## src/rtl/mem_bus_interface.sv

```systemverilog
// Bridges the processor memory port to an external req/ack memory with a bounded wait.
// One access in flight; completion is a single-cycle mem_ready pulse, timeouts flag mem_err.
module mem_bus_interface #(
  parameter int unsigned ADDR_W  = 22,
  parameter int unsigned DATA_W  = 32,
  parameter int unsigned TIMEOUT = 15
) (
  input  logic              clk,
  input  logic              reset,
  input  logic [ADDR_W-1:0] MEM_ADDRESS,
  input  logic [DATA_W-1:0] MEMDATA_OUT,
  input  logic              mem_cs,
  input  logic              mem_rd_wr,
  output logic [DATA_W-1:0] MEMDATA_IN,
  output logic              mem_ready,
  output logic              mem_busy,
  output logic              mem_err,
  output logic [ADDR_W-1:0] ext_addr,
  output logic [DATA_W-1:0] ext_wdata,
  output logic              ext_we,
  output logic              ext_req,
  input  logic [DATA_W-1:0] ext_rdata,
  input  logic              ext_ack
);

  localparam logic [7:0] CntLast = 8'(TIMEOUT - 1);

  typedef enum logic [1:0] {StIdle, StAccess, StDone} state_e;

  state_e              st_q, st_d;
  logic                armed_q, armed_d;
  logic [7:0]          cnt_q, cnt_d;
  logic                rd_q, rd_d;
  logic [ADDR_W-1:0]   addr_q, addr_d;
  logic [DATA_W-1:0]   wdata_q, wdata_d;
  logic                we_q, we_d;
  logic                req_q, req_d;
  logic [DATA_W-1:0]   rdata_q, rdata_d;
  logic                ready_q, ready_d;
  logic                busy_q, busy_d;
  logic                err_q, err_d;

  always_comb begin
    st_d    = st_q;
    // A low mem_cs re-arms in any state; a held request cannot re-trigger.
    armed_d = armed_q | ~mem_cs;
    cnt_d   = cnt_q;
    rd_d    = rd_q;
    addr_d  = addr_q;
    wdata_d = wdata_q;
    we_d    = we_q;
    req_d   = req_q;
    rdata_d = rdata_q;
    ready_d = 1'b0;
    err_d   = err_q;

    unique case (st_q)
      StIdle: begin
        if (mem_cs && armed_q) begin
          st_d    = StAccess;
          armed_d = 1'b0;
          addr_d  = MEM_ADDRESS;
          wdata_d = MEMDATA_OUT;
          we_d    = ~mem_rd_wr;
          rd_d    = mem_rd_wr;
          req_d   = 1'b1;
          cnt_d   = 8'd0;
          err_d   = 1'b0;
        end
      end
      StAccess: begin
        if (ext_ack) begin
          if (rd_q) rdata_d = ext_rdata;
          req_d   = 1'b0;
          we_d    = 1'b0;
          ready_d = 1'b1;
          st_d    = StDone;
        end else if (cnt_q == CntLast) begin
          if (rd_q) rdata_d = '0;
          req_d   = 1'b0;
          we_d    = 1'b0;
          ready_d = 1'b1;
          err_d   = 1'b1;
          st_d    = StDone;
        end else begin
          cnt_d = cnt_q + 8'd1;
        end
      end
      StDone: begin
        st_d = StIdle;
      end
      default: begin
        st_d = StIdle;
      end
    endcase

    busy_d = (st_d != StIdle);
  end

  always_ff @(posedge clk) begin
    if (reset) begin
      st_q    <= StIdle;
      armed_q <= 1'b1;
      cnt_q   <= 8'd0;
      rd_q    <= 1'b0;
      addr_q  <= '0;
      wdata_q <= '0;
      we_q    <= 1'b0;
      req_q   <= 1'b0;
      rdata_q <= '0;
      ready_q <= 1'b0;
      busy_q  <= 1'b0;
      err_q   <= 1'b0;
    end else begin
      st_q    <= st_d;
      armed_q <= armed_d;
      cnt_q   <= cnt_d;
      rd_q    <= rd_d;
      addr_q  <= addr_d;
      wdata_q <= wdata_d;
      we_q    <= we_d;
      req_q   <= req_d;
      rdata_q <= rdata_d;
      ready_q <= ready_d;
      busy_q  <= busy_d;
      err_q   <= err_d;
    end
  end

  assign MEMDATA_IN = rdata_q;
  assign mem_ready  = ready_q;
  assign mem_busy   = busy_q;
  assign mem_err    = err_q;
  assign ext_addr   = addr_q;
  assign ext_wdata  = wdata_q;
  assign ext_we     = we_q;
  assign ext_req    = req_q;

endmodule

```

## config.mk

```make
export PLATFORM = sky130hd
export DESIGN_NAME = mem_bus_interface
export DESIGN_NICKNAME = d
export VERILOG_FILES = /design/src/rtl/mem_bus_interface.sv
export SDC_FILE = /design/constraint.sdc
export NUM_CORES = 1
export LEC_CHECK = 0
export CORE_MARGIN = 4
export CORE_UTILIZATION = 24
export CTS_CLUSTER_SIZE = 20
export DETAILED_ROUTE_END_ITERATION = 16
export SYNTH_ARGS = -nofsm -noshare
export SYNTH_HDL_FRONTEND = slang
export SYNTH_SLANG_ARGS = --single-unit
```

## constraint.sdc

```tcl
create_clock -name clk -period 2.6 [get_ports clk]
set_clock_uncertainty 0.1 [all_clocks]
set_input_delay 0.39 -clock clk [delete_from_list [all_inputs] [get_ports clk]]
set_output_delay 0.39 -clock clk [all_outputs]
set_load 0.02 [all_outputs]
```

* Word level (Yosys, flattened, before mapping)
Index checks and enable logic that the tools add are counted.
Operators by class: $add $sub $neg 1, equal/unequal tests 7, muxes and demuxes 26, bitwise logic cells 4, reductions and logical operators 11
Operators with widths (count):
- 2-to-1 mux 32 bit | 4
- 2-to-1 mux 8 bit | 3
- one-hot mux 8 bit (2 select lines) | 1
- 2-to-1 mux 1 bit | 11
- adder 8 x 1 -> 8 bit (second input constant) | 1
- equality test 8 x 4 -> 1 bit (second input constant) | 1
- != test 2 bit (second input constant) | 4
- AND reduction 4 bit | 2
- 2-to-1 mux 2 bit | 3
- one-hot mux 1 bit (2 select lines) | 3
- AND reduction 3 bit | 2
- nonzero test 2 bit | 3
- one-hot mux 2 bit (2 select lines) | 1
- != test 3 bit (second input constant) | 1
- inverter 1 bit | 3
- equality test 2 x 1 -> 1 bit (second input constant) | 1
- zero test 2 bit | 1
- AND reduction 2 bit | 1
- OR reduction 2 bit | 1
- logical AND 1 bit | 1
- bitwise OR 1 bit | 1
Storage, ports and cells: flip-flop bits (word level) 103, output and inout bits 91, logic and storage cells 61

* Logic depth before layout (Yosys ltp)
Gate-level depths: netlist of the first run.
depth in word-level cells 5, gate-level depth with buffers 8

* Least setup slack after synthesis of the first run
OpenSTA, ideal clock, no wires.
kind register -> register, from register cnt_q[0], to register rdata_q[21], in the netlist MEMDATA_IN[21], setup time 0.132 ns, data arrival time 1.605 ns, required time 2.368 ns, setup slack 0.762 ns, cell stages (with the launch flop) 9, path buffers 2, path through dfxtp_1 -> inv_1 -> ha_1 -> or4b_4 -> o21a_1 -> buf_6 -> buf_6 -> o21ai_1 -> a21oi_1
Between the ends: word-level cells in the longest chain between the ends 3
RTL lines:
- start, declared | line 32 | logic [7:0] cnt_q, cnt_d;
- start signal, assigned | line 117 | cnt_q <= cnt_d;
- equality test 8 x 4 -> 1 bit | line 78 | end else if (cnt_q == CntLast) begin
- nonzero test 2 bit (no line)
- AND reduction 3 bit (no line)
- end signal, assigned | line 123 | rdata_q <= rdata_d;
- end, declared | line 38 | logic [DATA_W-1:0] rdata_q, rdata_d;
Every way passes these cells. A chain may end at the register's enable or synchronous reset.

* Worst setup path after layout of the first run
from register cnt_q[0], to register rdata_q[2], in the netlist MEMDATA_IN[2]
Same word-level chain as after synthesis.

==> flow_metrics.py, run 1 <==
metrics = {
    "timing": {
        "final.min_clock_period_ps": 2119,
        "final-setup-viol-count": 0,
        "fmax_mhz": 472.0,
        "tightest_slew_ps": 548.8,
        "hold_viol": 0,
        "final.period_utilization": 0.8149,
        "setup_tns_ps": 0,
        "rsz0062_at_grt": "false",
        "finalMaxSlewViolations": 0,
        "worst_slack_ps": 481.3,
        "slew_headroom": 0.6328,
    },
    "logic_synthesis": {
        "synth_top_flop_cell": "dfxtp_1",
        "synth_top_family_by_area": "simple AND/OR/NAND/NOR gates",
        "synth_common_cells": "nand2_1 (150), dfxtp_1 (103), a21oi_1 (89)",
        "synthTopCellsByArea": "dfxtp_1 (55%), nand2_1 (15%), a21oi_1 (12%), o21ai_0 (3.1%), clkbuf_1 (2.7%)",
        "synth_largest_area_cell": "dfxtp_1",
        "synthAdderAreaFrac": 0.006702,
        "yosysTopAreaCellShare": 0.5523,
        "synth_warnings": 0,
        "synthXorXnorAreaFrac": 0,
        "synth.most_common_cell": "nand2_1",
        "synth_compound_area_frac": 0.1967,
        "post_synth.cell_area_avg_um2": 8.029,
        "ys_seq_elements": 103,
        "synth_area_um2": 3734,
        "synthArstFlopShare": 0,
        "synth.distinct_cells": 29,
        "ys_seq_area_frac": 0.5523,
        "synthesis.nets": 558,
        "muxShareOfSynthArea": 0,
        "synth_enable_flop_cells": 0,
        "synthSimpleGateAreaFrac": 0.2001,
        "syn_inst": 465,
    },
    "clocking": {
        "cts_tree": "done",
        "post-cts-setup-buffer-count": 0,
        "cts-root-buf": "clkbuf_16",
        "ctsHoldBuffers": 0,
        "numClockSinks": 103,
        "cts_buffer_depth": 2,
        "post_cts_resized": 0,
        "ctsHtreeMaxLevel": 3,
        "cts_buffers": 9,
        "clkTransAtPathRegs_ps": 70,
        "clk_latency_ps": 350,
    },
    "worst_setup_path": {
        "cp_slowest_cell": "or4b_4",
        "critPathKind": "flop to flop",
        "slowest_delay_ps": 470,
        "path_max_fanout": 27,
        "crit_arrival_ps": 2230,
        "cp-end-kind": "flop",
        "worstPathRequired_ps": 2710,
        "startpoint_type": "flop",
        "critPathTopFamily": "compound AO/OA/AOI/OAI gates",
        "critPathBufInv": 2,
        "crit_chain": "inv_1 > ha_1 > or4b_4 > o21a_1 > buf_12 > o21ai_0 > a21oi_1",
    },
    "floorplan": {
        "ioPinCount": 182,
        "initial_core_util": 0.2456,
        "die_area_um2": 17620,
        "die-height_um": 132.7,
        "coreArea_um2": 15200,
        "rows": 45,
        "die_x_um": 132.7,
    },
    "power_and_ir_drop": {
        "power_leakage_uw": 0.002066,
        "irDropWorstVdd_mv": 0.3421,
        "power_density_nw_per_um2": 587.1,
    },
    "global_route": {
        "grtUsageTotal": 0.1316,
        "antenna_found_initial": 0,
        "grt_max_degree": 52,
        "grt_pass1_vias": 3759,
        "grt_overflow": 0,
        "grt_pass1_wl_mm": 18.88,
    },
    "worst_hold_path": {
        "hold_path_class": "input pin to flop",
    },
    "finish": {
        "fillers": 1512,
        "area_delta_synth_final_pct": 60.79,
        "drive_above_1_share": 0.04403,
        "seqCellArea_um2": 2062,
        "multiInputGateArea_um2": 1529,
        "diodes": 0,
        "nNetsFinal": 725,
    },
    "drt": {
        "drt-initial-drc-count": 155,
        "wire_per_inst_um": 14.12,
        "dr_wl_met2_mm": 5.361,
        "totalWireLength_mm": 11.63,
        "drt-pass1-iter-count": 4,
        "dr_wl_met3_um": 889,
        "met1_length_mm": 5.068,
        "detailroute.via_count": 3706,
        "top_layer": "met4",
        "route.detailed.drc": 0,
        "postRouteAntennaNets": 0,
        "via_per_inst": 4.498,
    },
    "placed_design": {
        "hpwl_mm": 8.541,
        "numPortBuffers": 181,
        "post-place-ws_ps": 449.4,
        "gp_congestion": 0.7865,
    },
    "outcome": {
        "status": "complete, no violations",
    },
    "job": {
        "cap_viol_max_count": 0,
    },
}
==> per-layer routing <==
layer,vias up,track usage
li1,1879,-
met3,19,0.05285
met5,-,0
met4,0,0.05139
met2,135,0.2110
met1,1673,0.1582
==> worst reg2reg max path, cell delays in order, from the launching register on <==
cell	delay, ps
dfxtp_1	340
inv_1	70
ha_1	130
or4b_4	470
o21a_1	370
buf_12	240
o21ai_0	180
a21oi_1	90
==> sequential cells by signal, indices dropped and copies added (netlist names) <==
signal / cells
rd_q: 1
armed_q: 1
ext_we: 1
MEMDATA_IN: 32
mem_err: 1
cnt_q: 8
mem_busy: 1
st_q: 2
ext_req: 1
ext_wdata: 32
mem_ready: 1
ext_addr: 22
==> layout make-up <==
| cell class | instances | share of cell area |
|---|---|---|
| clock buffer | 12 | 0.04106 |
| tap | 188 | 0.03918 |
| clock inverter | 3 | 0.003335 |
| multi-input combinational | 325 | 0.2547 |
| timing repair buffer | 190 | 0.3164 |
| sequential | 103 | 0.3435 |
| inverter | 3 | 0.001876 |
==> path summary, 6_finish.rpt <==
path	from	end	slack, ps	cells after the start
worst min-delay path	reset	MEMDATA_IN[19]	330	2
worst min register to register	ext_addr[14]	ext_addr[14]	350	2
worst max-delay path	cnt_q[0]	MEMDATA_IN[2]	480	7
worst max register to register	cnt_q[0]	MEMDATA_IN[2]	480	7
==> layout by cell type, fill, tap and decap left out, types with 9 or more instances in the layout <==
master,n
dfxtp_1,103
clkdlybuf4s50_1,180
o21ai_1,15
clkbuf_16,9
a21oi_1,89
o21ai_0,23
nand2_1,150
==> cell families (layout without fill, tap and decap cells) <==
kind of cell / after synthesis / after routing
adder cells (fa/ha/maj): 2 / 2
flip-flops: 103 / 103
AO/OA/AOI/OAI: 140 / 140
AND/OR/NAND/NOR: 183 / 183
buffers and inverters: 37 / 208
==> report_power, final <==
group | switching [uW] | internal, uW
clock | 583 | 670
combinational | 288 | 296
sequential | 38.5 | 1650
==> per-stage QoR <==
stage	hold WS (ps)	power (uW)	utilization	area, um^2	instances
after floorplan	336.4	1979	-	3734	465
after global placement	341.7	2306	0.3774	5737	809
after detailed placement	346.5	2312	0.3774	5737	809
after CTS	320.0	3581	0.3949	6003	824
after global routing	369.4	3683	0.3949	6003	824
final	329.1	3525	0.3949	6003	824
Power figures use the tool's default switching activity.
==> run 2, diff against run 1 <==
Clock period 2.6 ns to 1.8 ns, I/O delays scaled along.
==> run 2 against run 1 <==
Combinational power grew 56%. Sequential share of layout area shrank 2.1 points. Cell count grew 2.4%. Critical path depth is the same. Die area is the same. The flow now finishes with violations (setup timing). Worst hold slack lost 240 ps.
==> flow_metrics.py, run 2 (same netlist as run 1, synthesis figures left out) <==
metrics = {
    "worst_setup_path": {
        "reg2reg_depth": 7,
        "timing.rr.start": "cnt_q[0]",
        "critPathKind": "flop to flop",
        "startpoint_type": "flop",
        "cp-end-kind": "flop",
        "crit_arrival_ps": 1970,
        "r2r-end": "MEMDATA_IN[7]",
        "r2r_slack_ps": -60,
        "worstPathRequired_ps": 1910,
        "path_max_fanout": 10,
    },
    "drt": {
        "drt-initial-drc-count": 143,
        "wire_per_inst_um": 14.29,
        "postRouteAntennaNets": 0,
        "via_per_inst": 4.562,
        "route.detailed.drc": 0,
        "detailroute.via_count": 3850,
        "totalWireLength_mm": 12.06,
        "drt-pass1-iter-count": 5,
    },
    "timing": {
        "whs_ps": 85.65,
        "final.min_clock_period_ps": 1863,
        "tightest_slew_ps": 627.5,
        "hold_viol": 0,
        "finalMaxSlewViolations": 0,
        "worst_slack_ps": -63.36,
        "setup_tns_ps": -951.2,
        "final-setup-viol-count": 35,
        "fmax_mhz": 536.7,
        "rsz0062_at_grt": "true",
        "slew_headroom": 0.5801,
        "final.period_utilization": 1.035,
    },
    "clocking": {
        "cts_tree": "done",
        "cts_buffers": 9,
        "cts_buffer_depth": 2,
        "cts-root-buf": "clkbuf_16",
        "ctsHoldBuffers": 0,
        "clkTransAtPathRegs_ps": 70,
        "ctsHtreeMaxLevel": 3,
        "numClockSinks": 103,
        "clk_latency_ps": 340,
    },
    "power_and_ir_drop": {
        "power_density_nw_per_um2": 836.2,
        "power.net_switching_uw": 1382,
        "p_int_uw": 3975,
        "power_leakage_uw": 0.002234,
        "p_seq_frac": 0.456,
        "power_frac_clock": 0.374,
        "swShare": 0.2579,
        "combPwrFrac": 0.170,
        "irDropWorstVdd_mv": 0.5222,
    },
    "finish": {
        "fillers": 1453,
        "layout_common_cells": "clkdlybuf4s50_1 (180), nand2_1 (148), dfxtp_1 (101), a21oi_1 (88), o21ai_2 (26)",
        "final_common_cell": "clkdlybuf4s50_1",
        "diodes": 0,
        "nNetsFinal": 744,
        "area_delta_synth_final_pct": 71.58,
        "drive_above_1_share": 0.1326,
        "stdcell_count": 844,
    },
    "outcome": {
        "status": "complete, but fails checks",
        "violations": "setup timing",
    },
    "worst_hold_path": {
        "hold_path_class": "input pin to flop",
        "hold_depth": 2,
        "hp-start": "reset",
        "min_to": "st_q[1]",
    },
    "placed_design": {
        "dp_cells": 823,
        "hpwl_mm": 8.341,
        "numPortBuffers": 181,
        "gp_congestion": 0.7715,
        "post-place-ws_ps": -107.7,
    },
    "global_route": {
        "grt_overflow": 0,
        "antenna_found_initial": 0,
        "grt_max_degree": 47,
        "grt_pass1_wl_mm": 19.24,
        "grtUsageTotal": 0.1331,
        "grt_pass1_vias": 3803,
    },
    "floorplan": {
        "ioPinCount": 182,
        "die_x_um": 132.7,
        "die-height_um": 132.7,
        "coreArea_um2": 15200,
        "die_area_um2": 17620,
        "rows": 45,
        "initial_core_util": 0.2456,
    },
    "job": {
        "cap_viol_max_count": 0,
    },
}
## run 2: cell type report
class                      instances  area, um^2  area share
clock inverter                     6       68.82     0.01074
multi-input combinational        325        1680      0.2623
inverter                           3       11.26    0.001758
tap                              188       235.2     0.03672
timing repair buffer             209        2107      0.3289
sequential                       103        2064      0.3223
clock buffer                      10       239.0     0.03730
## run 2: what timing repair did
| action | CTS | global route |
|---|---|---|
| endpoints found under the setup margin | 40 | 43 |
| gates resized for setup | 31 | 32 |
| gates cloned | 1 | 2 |
| pin swaps | 4 | 15 |
| setup buffers | 2 | 0 |
## run 2: worst max-delay path by stage
stage | from | endpoint | slack, ps | cells after the start
2_1_floorplan | cnt_q[0] | MEMDATA_IN[21] | 3 | 8
3_3_place_gp | cnt_q[0] | MEMDATA_IN[10] | -80 | 7
3_5_place_dp | cnt_q[0] | MEMDATA_IN[0] | -110 | 7
4_1_cts | cnt_q[0] | MEMDATA_IN[13] | -70 | 7
5_1_grt | cnt_q[0] | MEMDATA_IN[15] | -110 | 7
6_report | cnt_q[0] | MEMDATA_IN[7] | -60 | 7
## run 2: per-layer routing
layer	global-route usage	routed length, um	share of wire	vias up
met2	0.2104	5530	0.46	134
met3	0.03764	754	0.063	13
li1	-	-	-	1932
met5	0	0	0	-
met1	0.1696	5587	0.46	1771
met4	0.05831	184	0.015	0
## run 2: worst max-delay path, cell delays in order, from the launching register on
cell	delay [ps]
dfxtp_2	330
inv_2	60
ha_4	110
or4b_4	480
o21a_4	270
buf_12	160
o21ai_1	140
a21oi_1	80
## run 2: stage by stage
step	area, um^2	power (uW)	util
floorplan	3735	2859	-
global placement	5856	3357	0.3852
detailed placement	5856	3369	0.3852
CTS	6252	5435	0.4113
global route	6406	5617	0.4214
finish	6406	5357	0.4214
## run 2: power by group through the flow
stage | logic, uW | registers, uW | clock network (uW)
2_1_floorplan | 256 | 2600 | 0
3_5_place_dp | 875 | 2490 | 0
4_1_cts | 901 | 2440 | 2090
5_1_grt | 982 | 2450 | 2180
3_3_place_gp | 870 | 2490 | 0
6_report | 912 | 2440 | 2000
==> run 3, diff against run 2 <==
Settings changed: ABC_CLOCK_PERIOD_IN_PS set to 1800, CAP_MARGIN set to 5, CORE_ASPECT_RATIO set to 1.25.
==> run 3 against run 2 <==
The run still ends with setup timing left. Register-to-register slack improved by 30 ps. Total power increased by 1.8%. Worst hold slack better by 95 ps. Fmax is 1.8% higher. Global-route usage decreased by 0.14 points. Sequential cell count stayed put. Non-clock buffer count unchanged. Cell area rose by 0.49%. Largest power group unchanged. Count of clock-buffer cells in the layout grew 2.
==> flow_metrics.py, run 3 (same netlist as run 1, synthesis figures left out) <==
metrics = {
    "job": {
        "cap_viol_max_count": 0,
    },
    "power_and_ir_drop": {
        "p_int_uw": 4130,
        "power_leakage_uw": 0.002241,
        "p_seq_frac": 0.447,
        "power_frac_clock": 0.383,
        "power_uw": 5451,
        "irDropWorstVdd_mv": 0.4356,
        "power.net_switching_uw": 1321,
        "power_density_nw_per_um2": 846.8,
        "combPwrFrac": 0.170,
        "swShare": 0.2424,
    },
    "placed_design": {
        "hpwl_mm": 8.656,
        "placed_area_um2": 5908,
        "numPortBuffers": 181,
        "gp_congestion": 0.8371,
    },
    "timing": {
        "final-setup-viol-count": 26,
        "rsz0062_at_grt": "true",
        "final.min_clock_period_ps": 1831,
        "worst_slack_ps": -30.52,
        "fmax_mhz": 546.3,
        "finalMaxSlewViolations": 0,
        "slew_headroom": 0.6426,
        "final.period_utilization": 1.017,
        "tightest_slew_ps": 534.2,
        "whs_ps": 180.7,
        "hold_viol": 0,
    },
    "drt": {
        "route.detailed.drc": 0,
        "wire_per_inst_um": 14.07,
        "drt-initial-drc-count": 141,
        "drt-pass1-iter-count": 4,
        "detailroute.via_count": 3841,
        "via_per_inst": 4.446,
        "postRouteAntennaNets": 0,
        "totalWireLength_mm": 12.16,
    },
    "worst_setup_path": {
        "cp-end-kind": "flop",
        "crit_arrival_ps": 1940,
        "crit_chain": "inv_2 > ha_4 > or4b_4 > o21a_4 > clkbuf_16 > o21ai_2 > a21oi_1",
        "critPathKind": "flop to flop",
        "path_max_fanout": 8,
        "startpoint_type": "flop",
        "cp_slowest_cell": "or4b_4",
        "slowest_delay_ps": 450,
        "worstPathRequired_ps": 1910,
    },
    "clocking": {
        "clk_latency_ps": 330,
        "numClockSinks": 103,
        "ctsHtreeMaxLevel": 3,
        "cts-root-buf": "clkbuf_16",
        "clkTransAtPathRegs_ps": 70,
        "cts_buffers": 9,
        "cts_tree": "done",
        "ctsHoldBuffers": 0,
        "cts_buffer_depth": 2,
    },
    "finish": {
        "diodes": 0,
        "area_delta_synth_final_pct": 72.42,
        "layout_common_cells": "clkdlybuf4s50_1 (180), nand2_1 (149), dfxtp_1 (101), a21oi_1 (88)",
        "final_area_um2": 6437,
        "nNetsFinal": 744,
        "drive_above_1_share": 0.1098,
        "fin_util": 0.4252,
        "final_common_cell": "clkdlybuf4s50_1",
    },
    "floorplan": {
        "coreArea_um2": 15140,
        "die_x_um": 119.6,
        "die_area_um2": 17630,
        "initial_core_util": 0.2466,
        "die-height_um": 147.5,
        "rows": 50,
        "ioPinCount": 182,
    },
    "outcome": {
        "violations": "setup timing",
        "status": "complete, but fails checks",
    },
    "global_route": {
        "grt_max_degree": 45,
        "antenna_found_initial": 0,
        "grt_pass1_wl_mm": 19.13,
        "grt_overflow": 0,
        "grtUsageTotal": 0.1316,
        "grt_pass1_vias": 3818,
    },
    "worst_hold_path": {
        "hold_path_class": "input pin to flop",
    },
}
-- run 3: cell count changes in the layout (fill, tap and decap cells not counted), moves of 2 or more --
cell	before	now
buf_12	3	5
buf_6	4	2
clkbuf_1	0	2
clkinv_4	2	0
o21ai_1	8	19
o21ai_2	26	14
-- run 3: cell type report --
class	count	area, um^2
fillers	1520	8702
inverters	3	11.26
flip-flops and latches	103	2064
clock buffers	12	246.5
repair buffers	209	2145
multi-input cells	325	1634
clock inverters	4	76.32
well taps	208	260.3
-- run 3: final timing paths --
path | to | slack, ps | depth (start not counted) | startpoint
worst min-delay path | ext_wdata[22] | 180 | 2 | reset
worst min register to register | ext_wdata[3] | 350 | 2 | ext_wdata[3]
worst max-delay path | MEMDATA_IN[7] | -30 | 7 | cnt_q[0]
worst max register to register | MEMDATA_IN[7] | -30 | 7 | cnt_q[0]
-- run 3: power groups by stage --
stage | Sequential [uW] | Combinational (uW) | Clock [uW]
final | 2440 | 928 | 2090
after global routing | 2450 | 996 | 2260
after CTS | 2440 | 916 | 2170
after detailed placement | 2490 | 892 | 0
after global placement | 2490 | 886 | 0
after floorplan | 2600 | 256 | 0
-- run 3: routing by layer --
| layer | wire length (um) | GRT usage | up-vias |
|---|---|---|---|
| li1 | - | - | 1937 |
| met2 | 5899 | 0.2229 | 153 |
| met3 | 981 | 0.04860 | 15 |
| met5 | 0 | 0 | - |
| met1 | 5104 | 0.1552 | 1736 |
| met4 | 171 | 0.04069 | 0 |
-- run 3: repair_timing --
item,in CTS,in global routing
setup endpoints to repair,35,44
setup buffers,2,0
pin swaps,2,22
gates cloned,1,2
gates resized for setup,23,25
-- run 3: critical path, delay by kind of cell (launching register included) --
family,cells,cell delay [ps]
buf+inv,2,240
simple gates,1,450
compound gates,3,460
flops,1,330
fa+ha+maj,1,110
-- run 3: per-stage QoR --
step	setup WS (ps)	TNS, ps	instances
floorplan	2.930	0	465
global placement	-152.2	-8020	843
detailed placement	-148.6	-7823	843
CTS	-30.20	-406.3	862
global route	-77.74	-2058	864
finish	-30.52	-261.7	864
==> RTL change, RTL diff (flow settings as in run 1) <==
Take the reset off `addr_q` and load it in a clocked block of its own.
--- a/src/rtl/mem_bus_interface.sv
+++ b/src/rtl/mem_bus_interface.sv
@@ -103,7 +103,6 @@
       armed_q <= 1'b1;
       cnt_q   <= 8'd0;
       rd_q    <= 1'b0;
-      addr_q  <= '0;
       wdata_q <= '0;
       we_q    <= 1'b0;
       req_q   <= 1'b0;
@@ -116,7 +115,6 @@
       armed_q <= armed_d;
       cnt_q   <= cnt_d;
       rd_q    <= rd_d;
-      addr_q  <= addr_d;
       wdata_q <= wdata_d;
       we_q    <= we_d;
       req_q   <= req_d;
@@ -125,6 +123,10 @@
       busy_q  <= busy_d;
       err_q   <= err_d;
     end
+  end
+
+  always_ff @(posedge clk) begin
+    addr_q <= addr_d;
   end
 
   assign MEMDATA_IN = rdata_q;
Function: differs if reset is asserted again (counterexample within 4 cycles, from zero or initial values and one cycle with reset high); with reset held inactive, the same outputs for 4 cycles.
==> RTL change against run 1 <==
- wire length up 2.9%
- sequential power rose by 3%
- power increased by 2.9%
- synthesized area is 7.2% higher
- sequential cell count is the same
- non-clock buffer count up 1
- worst setup slack gained 0.12 ns
- cell area rose by 4.9%
- global-route usage is 0.85 points lower
- sequential share of layout area grew 1.9 points
- critical path type unchanged
- critical endpoint is now MEMDATA_IN[31]$_SDFFE_PP0P_
==> RTL change: results (changes against run 1) <==
Post-DP Area 0.00601 sq mm (+4.7%); post-synth cell types 39 (+34%); Tot GR Track Use 12.3% (-0.85 points); arrival time at the worst endpoint 2.15 ns (-0.08 ns); final wirelength 12000 um (+2.9%); pre-CTS setup slack 0.370 ns (-0.0791 ns); Post-synth EDFFs 22 (+22); synth cell count leaders nand2_1 (101), dfxtp_1 (81), a21oi_1 (70), a311oi_2 (26), edfxtp_1 (22); share of layout cells above drive strength 1 10.9% (+6.5 points); fin nets 658 (-9.2%); largest net degree at the start of global routing 37 (-29%); register area share after synthesis 57.0% (+1.8 points); routability cong. 0.768 (-2.3%); first-pass GRT wire length 18400 um (-2.6%); Crit-path slowest cell dfxtp_1; status completed; relative slew slack 64.7% (+1.5 points); Vias 3564 (-3.8%); post-DP HPWL 8620 um (+0.99%); CP peak stage delay 0.38 ns (-0.09 ns); Synthesized Nets 488 (-13%); final hold violations 0 (unchanged); Worst VDD drop 326 uV (-4.6%); P_leak 2.04 nW (-1.3%); Area contributors post-synth dfxtp_1 (41%), edfxtp_1 (17%), a311oi_2 (9.7%)
-- RTL change: final timing paths --
path,slack (ns),start,end,cells after the start
min reg2reg,0.36,ext_wdata[1]$_SDFFE_PP0P_,ext_wdata[1]$_SDFFE_PP0P_,2
max,0.60,cnt_q[0]$_SDFFE_PP0P_,MEMDATA_IN[31]$_SDFFE_PP0P_,7
max reg2reg,0.60,cnt_q[0]$_SDFFE_PP0P_,MEMDATA_IN[31]$_SDFFE_PP0P_,7
min,0.32,reset,st_q[1]$_SDFF_PP0_,2
-- RTL change: logic make-up after synthesis --
| kind of cell | after synthesis | synth area share, % |
|---|---|---|
| fa+ha+maj | 2 | 0.625 |
| simple gates | 131 | 14.5 |
| flops | 103 | 57.0 |
| buf+inv | 38 | 4.84 |
| compound gates | 121 | 23.0 |
-- RTL change: layer usage --
metal / global-route usage [%] / vias up / share of wire, %
met4: 3.16 / 0 / 1.4
met5: 0 / - / 0
met1: 14.5 / 1682 / 42
li1: - / 1749 / -
met3: 5.40 / 11 / 8.2
met2: 20.5 / 122 / 48
-- RTL change: final cells by class --
class,count,area [sq um]
multi-input combinational,254,1540
clock buffer,9,225
clock inverter,7,63.8
fill,1575,9820
inverter,6,22.5
tap,216,270
sequential,103,2280
timing repair buffer,191,1900
-- RTL change: metrics by stage --
step	power [mW]	std cells
global placement	2.33	770
floorplan	2.02	395
detailed placement	2.34	770
CTS	3.69	786
finish	3.63	786
global route	3.78	786
-- RTL change: power groups by stage --
| stage | registers (mW) | logic, mW | clock network (mW) |
|---|---|---|---|
| global route | 1.75 | 0.599 | 1.44 |
| finish | 1.74 | 0.559 | 1.33 |
| CTS | 1.74 | 0.567 | 1.39 |
| global placement | 1.77 | 0.559 | 0 |
| floorplan | 1.85 | 0.162 | 0 |
| detailed placement | 1.78 | 0.566 | 0 |
